$ cat config.mk
export PLATFORM = sky130hd
export DESIGN_NAME = pe_mvm_seq
export DESIGN_NICKNAME = d
export VERILOG_FILES = /design/src/rtl/pe_mvm_seq.sv
export SDC_FILE = /design/constraint.sdc
export NUM_CORES = 2
export LEC_CHECK = 0
export CORE_AREA = 10 10 491 685
export CTS_BUF_LIST = sky130_fd_sc_hd__clkbuf_2 sky130_fd_sc_hd__clkbuf_4 sky130_fd_sc_hd__clkbuf_8
export DETAILED_ROUTE_END_ITERATION = 8
export DIE_AREA = 0 0 501 695
export SYNTH_ARGS = -nofsm -noshare
export SYNTH_HDL_FRONTEND = slang
export SYNTH_SLANG_ARGS = --single-unit
$ cat constraint.sdc
create_clock -name clk -period 214.7 [get_ports clk]
set_clock_uncertainty 0.2 [all_clocks]
set_input_delay 42.94 -clock clk [delete_from_list [all_inputs] [get_ports clk]]
set_output_delay 42.94 -clock clk [all_outputs]
set_load 0.05 [all_outputs]
$ cat src/rtl/pe_mvm_seq.sv
// Time-multiplexed matrix-vector processing element: NEU_OUT multipliers consume one
// input column per cycle, then round, saturate and apply the selected transfer function.
module pe_mvm_seq #(
  parameter int WORD_LEN = 16,
  parameter int NEU_IN   = 8,
  parameter int NEU_OUT  = 4,
  parameter int FRAC_D   = 12,
  parameter int FRAC_W   = 15
) (
  input  logic                                 clk,
  input  logic                                 rst,
  input  logic                                 ce,
  input  logic                                 start,
  input  logic [1:0]                           mode,
  input  logic [WORD_LEN*NEU_IN-1:0]           D,
  input  logic [WORD_LEN*NEU_IN*NEU_OUT-1:0]   W,
  output logic                                 busy,
  output logic                                 done,
  output logic [WORD_LEN*NEU_OUT-1:0]          Q,
  output logic                                 ovf
);

  localparam int ACC_W = 2*WORD_LEN + $clog2(NEU_IN);
  localparam int SUM_W = ACC_W + 1;
  localparam int CNT_W = $clog2(NEU_IN);
  localparam int PRD_W = 2*WORD_LEN;

  localparam logic [CNT_W-1:0]        K_LAST  = CNT_W'(NEU_IN - 1);
  localparam logic signed [SUM_W-1:0] SAT_MAX = SUM_W'((1 << (WORD_LEN-1)) - 1);
  localparam logic signed [SUM_W-1:0] SAT_MIN = ~SAT_MAX;
  localparam logic signed [SUM_W-1:0] RND_LIN = SUM_W'(1 << (FRAC_W-1));
  localparam logic signed [SUM_W-1:0] RND_ACT = SUM_W'(1 << (FRAC_D-1));

  typedef enum logic [1:0] {IDLE, MAC, NORM} state_t;
  typedef logic signed [WORD_LEN-1:0] word_t;
  typedef logic signed [ACC_W-1:0]    acc_t;
  typedef struct packed {
    logic  clamped;
    word_t value;
  } sat_t;

  state_t                   state;
  logic [CNT_W-1:0]         k;
  logic [1:0]               mode_reg;
  word_t                    d_reg [NEU_IN];
  word_t                    w_reg [NEU_OUT][NEU_IN];
  acc_t                     acc   [NEU_OUT];
  logic signed [PRD_W-1:0]  prod  [NEU_OUT];
  word_t                    q_next [NEU_OUT];
  logic [NEU_OUT-1:0]       clamp_next;

  function automatic sat_t saturate(input logic signed [SUM_W-1:0] v);
    sat_t r;
    r.clamped = 1'b1;
    if (v > SAT_MAX)      r.value = SAT_MAX[WORD_LEN-1:0];
    else if (v < SAT_MIN) r.value = SAT_MIN[WORD_LEN-1:0];
    else begin
      r.clamped = 1'b0;
      r.value   = v[WORD_LEN-1:0];
    end
    return r;
  endfunction

  // The extra sign bit in ext keeps the rounding add from wrapping at the extremes.
  function automatic sat_t normalize(input acc_t a, input logic [1:0] m);
    logic signed [SUM_W-1:0] ext;
    sat_t r;
    ext = {a[ACC_W-1], a};
    case (m)
      2'b00:   r = saturate((ext + RND_LIN) >>> FRAC_W);
      2'b10: begin
        r = saturate((ext + RND_ACT) >>> FRAC_D);
        if (r.value[WORD_LEN-1]) r.value = '0;
      end
      default: r = saturate((ext + RND_ACT) >>> FRAC_D);
    endcase
    return r;
  endfunction

  always_comb begin
    for (int j = 0; j < NEU_OUT; j++)
      prod[j] = PRD_W'(d_reg[k]) * PRD_W'(w_reg[j][k]);
  end

  always_comb begin
    sat_t s;
    // NOTE: every variable driven here gets a value on every pass, so no latch is inferred.
    clamp_next = '0;
    for (int j = 0; j < NEU_OUT; j++) begin
      s             = normalize(acc[j], mode_reg);
      q_next[j]     = s.value;
      clamp_next[j] = s.clamped;
    end
  end

  // NOTE: operand registers carry no reset; they are always reloaded before a run uses them.
  always_ff @(posedge clk) begin
    if (!rst && ce && start && state == IDLE) begin
      mode_reg <= mode;
      for (int i = 0; i < NEU_IN; i++) begin
        d_reg[i] <= D[i*WORD_LEN +: WORD_LEN];
        for (int j = 0; j < NEU_OUT; j++)
          w_reg[j][i] <= W[(j*NEU_IN + i)*WORD_LEN +: WORD_LEN];
      end
    end
  end

  // NOTE: sequential state uses non-blocking assignments so all registers update together.
  always_ff @(posedge clk) begin
    if (rst) begin
      state <= IDLE;
      k     <= '0;
      busy  <= 1'b0;
      done  <= 1'b0;
      ovf   <= 1'b0;
      Q     <= '0;
      for (int j = 0; j < NEU_OUT; j++) acc[j] <= '0;
    end else if (ce) begin
      done <= 1'b0;
      case (state)
        IDLE: begin
          if (start) begin
            state <= MAC;
            busy  <= 1'b1;
            k     <= '0;
            for (int j = 0; j < NEU_OUT; j++) acc[j] <= '0;
          end
        end
        MAC: begin
          for (int j = 0; j < NEU_OUT; j++) acc[j] <= acc[j] + ACC_W'(prod[j]);
          if (k == K_LAST) begin
            state <= NORM;
            k     <= '0;
          end else begin
            k <= k + CNT_W'(1);
          end
        end
        NORM: begin
          for (int j = 0; j < NEU_OUT; j++) Q[j*WORD_LEN +: WORD_LEN] <= q_next[j];
          ovf   <= |clamp_next;
          done  <= 1'b1;
          busy  <= 1'b0;
          state <= IDLE;
        end
        default: state <= IDLE;
      endcase
    end
  end

endmodule

==> flow_summary.json <==
{
  "synth-edff-count": 747,
  "first_pass_iteration_count_of_the_detailed_router": 5,
  "yosysWarnings": 0,
  "cap_viol_max_count": 0,
  "cts_root_buf": "sky130_fd_sc_hd__clkbuf_8",
  "critical_path.cell_chain": "clkdlybuf4s50_1 -> nand2b_1 -> nor4b_2 -> buf_4 -> buf_4 -> buf_4 -> buf_4 -> buf_4",
  "synthesis.nets": 9564,
  "r2r_start": "k[0]$_SDFFE_PP0P_",
  "final_nets": 10300,
  "regToRegEndpoint": "acc[0][34]$_SDFFCE_PN0P_",
  "dieHeight_microns": 695,
  "max_freq_ghz": 0.0212,
  "cts_setup_buffers": 0,
  "ys_top_cells_by_area": "sky130_fd_sc_hd__fa_1, sky130_fd_sc_hd__edfxtp_1, sky130_fd_sc_hd__inv_1, sky130_fd_sc_hd__ha_1, sky130_fd_sc_hd__mux4_2",
  "clkLatencyLatePin_ns": 0.96,
  "syn_inst": 7252,
  "postSynth.asyncResetShare_pct": 0,
  "globalRoute.totalOverflow": 0,
  "synthDominantCellAreaShare_pct": 30.8,
  "gp_routability_congestion": 0.888,
  "remaining_drc_errors": 0,
  "route.detailed.vias_per_inst": 4.56,
  "final_setup_viols": 0,
  "worst-path-buf-inv": 6,
  "number_of_hold_violations_in_the_final_report": 0,
  "inserted_clock_buffers": 163,
  "reg2regPathDepth": 25,
  "cp_data_arrival_time_ns": 47.45,
  "wire_per_inst_microns": 23.3,
  "num_clock_sinks": 857,
  "synth_top_flop_cell": "sky130_fd_sc_hd__edfxtp_1",
  "fp.dieArea_sq_mm": 0.348,
  "tightestPinTransition_ns": 1.24,
  "first_global_vias": 61600,
  "area_delta_synth_final_pct": 19.7,
  "worst-endpoint-required_ns": 215.03,
  "drt_iter0_markers": 3888,
  "port_buffers": 712,
  "antenna_viol_nets_final": 0,
  "unrepaired_setup_endpoints_after_global_routing": "no",
  "htreeDepth": 4,
  "clk_pin_slew_ns": 0.06,
  "synthDistinctLibCells": 82,
  "initial_core_util_pct": 25.0,
  "layout_worst_path_cycle_share_pct": 21.9,
  "layout_min_cycle_time_ns": 47.12,
  "highest_delay_cell_along_the_critical_path": "sky130_fd_sc_hd__buf_4",
  "synth_area_per_cell_sq_um": 11.1,
  "grt.total_usage_pct": 16.3,
  "die_w_microns": 501,
  "reg2reg_setup_slack_ns": 203.91,
  "critPathKind": "input port to flip-flop",
  "core_area_sq_mm": 0.323,
  "drive_above_1_share_pct": 8.49,
  "hpwlAfterDp_microns": 232000,
  "seq_area_frac_synth_pct": 30.6,
  "ports": 713,
  "maximum_number_of_pins_on_one_net_before_global_route_repair": 192,
  "critPathLaunch": "ce",
  "yosysTopAreaCell": "sky130_fd_sc_hd__fa_1",
  "run_status": "completed",
  "final_max_slew_viol_count": 0,
  "maxSlewHeadroom_pct": 17.1,
  "critPathCapture": "w_reg[1][70]$_DFFE_PP_",
  "worstSetupPathDepth": 8,
  "row_count": 247,
  "total_number_of_vias": 56100,
  "hold_bufs_inserted_after_cts": 0,
  "critical_path.max_fanout": 79,
  "ys_seq_elements": 857,
  "netlist_area_sq_mm": 0.0806,
  "cts_tree": "built",
  "antenna_found_initial": 54,
  "worst_hold_path_type": "flip-flop to flip-flop",
  "largest_register_ffs": 512,
  "timing.critical_path.slowest_cell_delay_ns": 0.89,
  "drt-total-wl_microns": 287000,
  "buffer_levels_on_the_longest_clock_path": 4,
  "final.setup.tns_ns": 0,
  "crit_path_end_kind": "flip-flop",
  "postCtsResizedCells": 0,
  "grt_first_pass_wirelength_microns": 416000,
  "worst_path_most_repeated_cell": "sky130_fd_sc_hd__buf_4",
  "crit_path_start_kind": "input port",
  "cpLargestDelayFamily": "buffers and inverters"
}
## layout by cell type, fill, tap and decap left out, types with 13 or more instances in the layout
| cell type | netlist | final |
|---|---|---|
| sky130_fd_sc_hd__inv_1 | 1423 | 1423 |
| sky130_fd_sc_hd__fa_1 | 1240 | 1240 |
| sky130_fd_sc_hd__edfxtp_1 | 747 | 747 |
| sky130_fd_sc_hd__clkdlybuf4s50_1 | 0 | 711 |
| sky130_fd_sc_hd__nor2_1 | 705 | 704 |
| sky130_fd_sc_hd__nand2_1 | 696 | 696 |
| sky130_fd_sc_hd__ha_1 | 426 | 426 |
| sky130_fd_sc_hd__clkbuf_8 | 0 | 170 |
| sky130_fd_sc_hd__mux4_2 | 160 | 160 |
| sky130_fd_sc_hd__xnor2_1 | 158 | 158 |
| sky130_fd_sc_hd__a21oi_1 | 125 | 125 |
| sky130_fd_sc_hd__o21ai_0 | 122 | 122 |
| sky130_fd_sc_hd__buf_4 | 1 | 114 |
| sky130_fd_sc_hd__xor2_1 | 111 | 111 |
| sky130_fd_sc_hd__dfxtp_1 | 110 | 105 |
| sky130_fd_sc_hd__and2_1 | 86 | 85 |
| sky130_fd_sc_hd__nor3_1 | 84 | 84 |
| sky130_fd_sc_hd__nand3_1 | 73 | 73 |
| sky130_fd_sc_hd__mux2_2 | 63 | 63 |
| sky130_fd_sc_hd__a21o_1 | 56 | 56 |
| sky130_fd_sc_hd__a211oi_1 | 50 | 50 |
| sky130_fd_sc_hd__nand4_1 | 42 | 42 |
| sky130_fd_sc_hd__clkbuf_4 | 0 | 40 |
| sky130_fd_sc_hd__and3_1 | 36 | 36 |
| sky130_fd_sc_hd__nand2b_1 | 35 | 34 |
| sky130_fd_sc_hd__or2_2 | 32 | 32 |
| sky130_fd_sc_hd__mux2i_1 | 65 | 31 |
| sky130_fd_sc_hd__diode_2 | 0 | 28 |
| sky130_fd_sc_hd__o21a_1 | 27 | 27 |
| sky130_fd_sc_hd__a31oi_1 | 25 | 25 |
| sky130_fd_sc_hd__clkinv_1 | 0 | 25 |
| sky130_fd_sc_hd__a311oi_1 | 24 | 24 |
| sky130_fd_sc_hd__mux2i_4 | 0 | 20 |
| sky130_fd_sc_hd__a22oi_1 | 19 | 19 |
| sky130_fd_sc_hd__or3_1 | 17 | 17 |
| sky130_fd_sc_hd__and4_1 | 16 | 16 |
| sky130_fd_sc_hd__mux2i_2 | 0 | 14 |
| sky130_fd_sc_hd__clkinv_2 | 0 | 14 |
| sky130_fd_sc_hd__nor2b_1 | 13 | 13 |
## logic make-up after synthesis
logic type	count (synthesis)	share of synthesized area, %
simple gates	1882	10.2
compound gates	572	4.72
flops	857	30.6
fa+ha+maj	1666	37.4
buf+inv	1718	8.05
mux	288	6.16
xor+xnor	269	2.92
## stage by stage
step                worst slack [ns]  utilization [%]  area [sq um]  hold WS [ns]  cells
finish                        167.58             29.9         96400         0.265  12300
global route                  167.33             29.9         96400         0.283  12300
CTS                           167.67             29.8         96400         0.268  12300
detailed placement            166.62             28.8         93100         0.259  12000
global placement              166.68             28.8         93100         0.253  12000
floorplan                     100.89                -         80600         0.236   7252
## final cells by class
type / count / area, sq um
Timing Repair Buffer: 826 / 7990
Sequential cell: 857 / 24600
Inverter: 1423 / 5340
Clock inverter: 65 / 648
Multi-Input combinational cell: 4677 / 49800
Antenna cell: 28 / 70.1
Tap cell: 4233 / 5300
Fill cell: 33200 / 227000
Clock buffer: 210 / 2640
## per-layer routing
layer / part of all wire (%) / global-route usage, % / up-vias
met5: 0.057 / 0 / -
met4: 4.6 / 6.56 / 26
met3: 7.6 / 4.04 / 542
met2: 51 / 29.4 / 2066
met1: 37 / 18.2 / 28800
li1: - / - / 24800
## cell usage after synthesis (all sizes together), types with 43 or more instances
| cell | n |
|---|---|
| a211oi | 50 |
| a21o | 56 |
| a21oi | 126 |
| and2 | 86 |
| buf | 52 |
| clkbuf | 243 |
| dfxtp | 110 |
| edfxtp | 747 |
| fa | 1240 |
| ha | 426 |
| inv | 1423 |
| mux2 | 63 |
| mux2i | 65 |
| mux4 | 160 |
| nand2 | 696 |
| nand3 | 73 |
| nand4 | 43 |
| nor2 | 708 |
| nor3 | 87 |
| o21ai | 124 |
| xnor2 | 158 |
| xor2 | 111 |
## worst reg2reg max path: stages, from the launching register on
cell and delay [ns]:
sky130_fd_sc_hd__dfxtp_4 0.63, sky130_fd_sc_hd__buf_4 0.69, sky130_fd_sc_hd__buf_4 0.74, sky130_fd_sc_hd__mux4_2 0.77
sky130_fd_sc_hd__mux2i_1 0.67, sky130_fd_sc_hd__nor2_1 0.16, sky130_fd_sc_hd__fa_1 0.56, sky130_fd_sc_hd__inv_1 0.05
sky130_fd_sc_hd__fa_1 0.54, sky130_fd_sc_hd__inv_1 0.05, sky130_fd_sc_hd__ha_1 0.20, sky130_fd_sc_hd__fa_1 0.48
sky130_fd_sc_hd__inv_1 0.05, sky130_fd_sc_hd__fa_1 0.53, sky130_fd_sc_hd__inv_1 0.06, sky130_fd_sc_hd__fa_1 0.47
sky130_fd_sc_hd__ha_1 0.24, sky130_fd_sc_hd__or3_1 0.44, sky130_fd_sc_hd__a2111oi_0 0.70, sky130_fd_sc_hd__nor4b_1 0.28
sky130_fd_sc_hd__o211ai_1 0.49, sky130_fd_sc_hd__a21oi_1 0.15, sky130_fd_sc_hd__o311ai_0 0.87, sky130_fd_sc_hd__o21ai_0 0.22
sky130_fd_sc_hd__o21ai_0 0.17, sky130_fd_sc_hd__mux2i_1 0.11
## worst min path at each step
stage | slack, ns | to | startpoint | depth (start not counted)
after floorplan | 0.24 | acc[2][10]$_SDFFE_PP0P_ | acc[2][10]$_SDFFE_PP0P_ | 2
after global placement | 0.25 | Q[31]$_SDFFE_PP0P_ | Q[31]$_SDFFE_PP0P_ | 2
after detailed placement | 0.26 | acc[2][1]$_SDFFE_PP0P_ | acc[2][1]$_SDFFE_PP0P_ | 2
after CTS | 0.27 | acc[2][1]$_SDFFE_PP0P_ | acc[2][1]$_SDFFE_PP0P_ | 2
after global routing | 0.28 | Q[31]$_SDFFE_PP0P_ | Q[31]$_SDFFE_PP0P_ | 2
final | 0.27 | acc[2][2]$_SDFFE_PP0P_ | acc[2][2]$_SDFFE_PP0P_ | 2
Power is left out: the tool's default activity adds up to more than one toggle a clock period on the data nets, which glitch-free logic cannot reach.
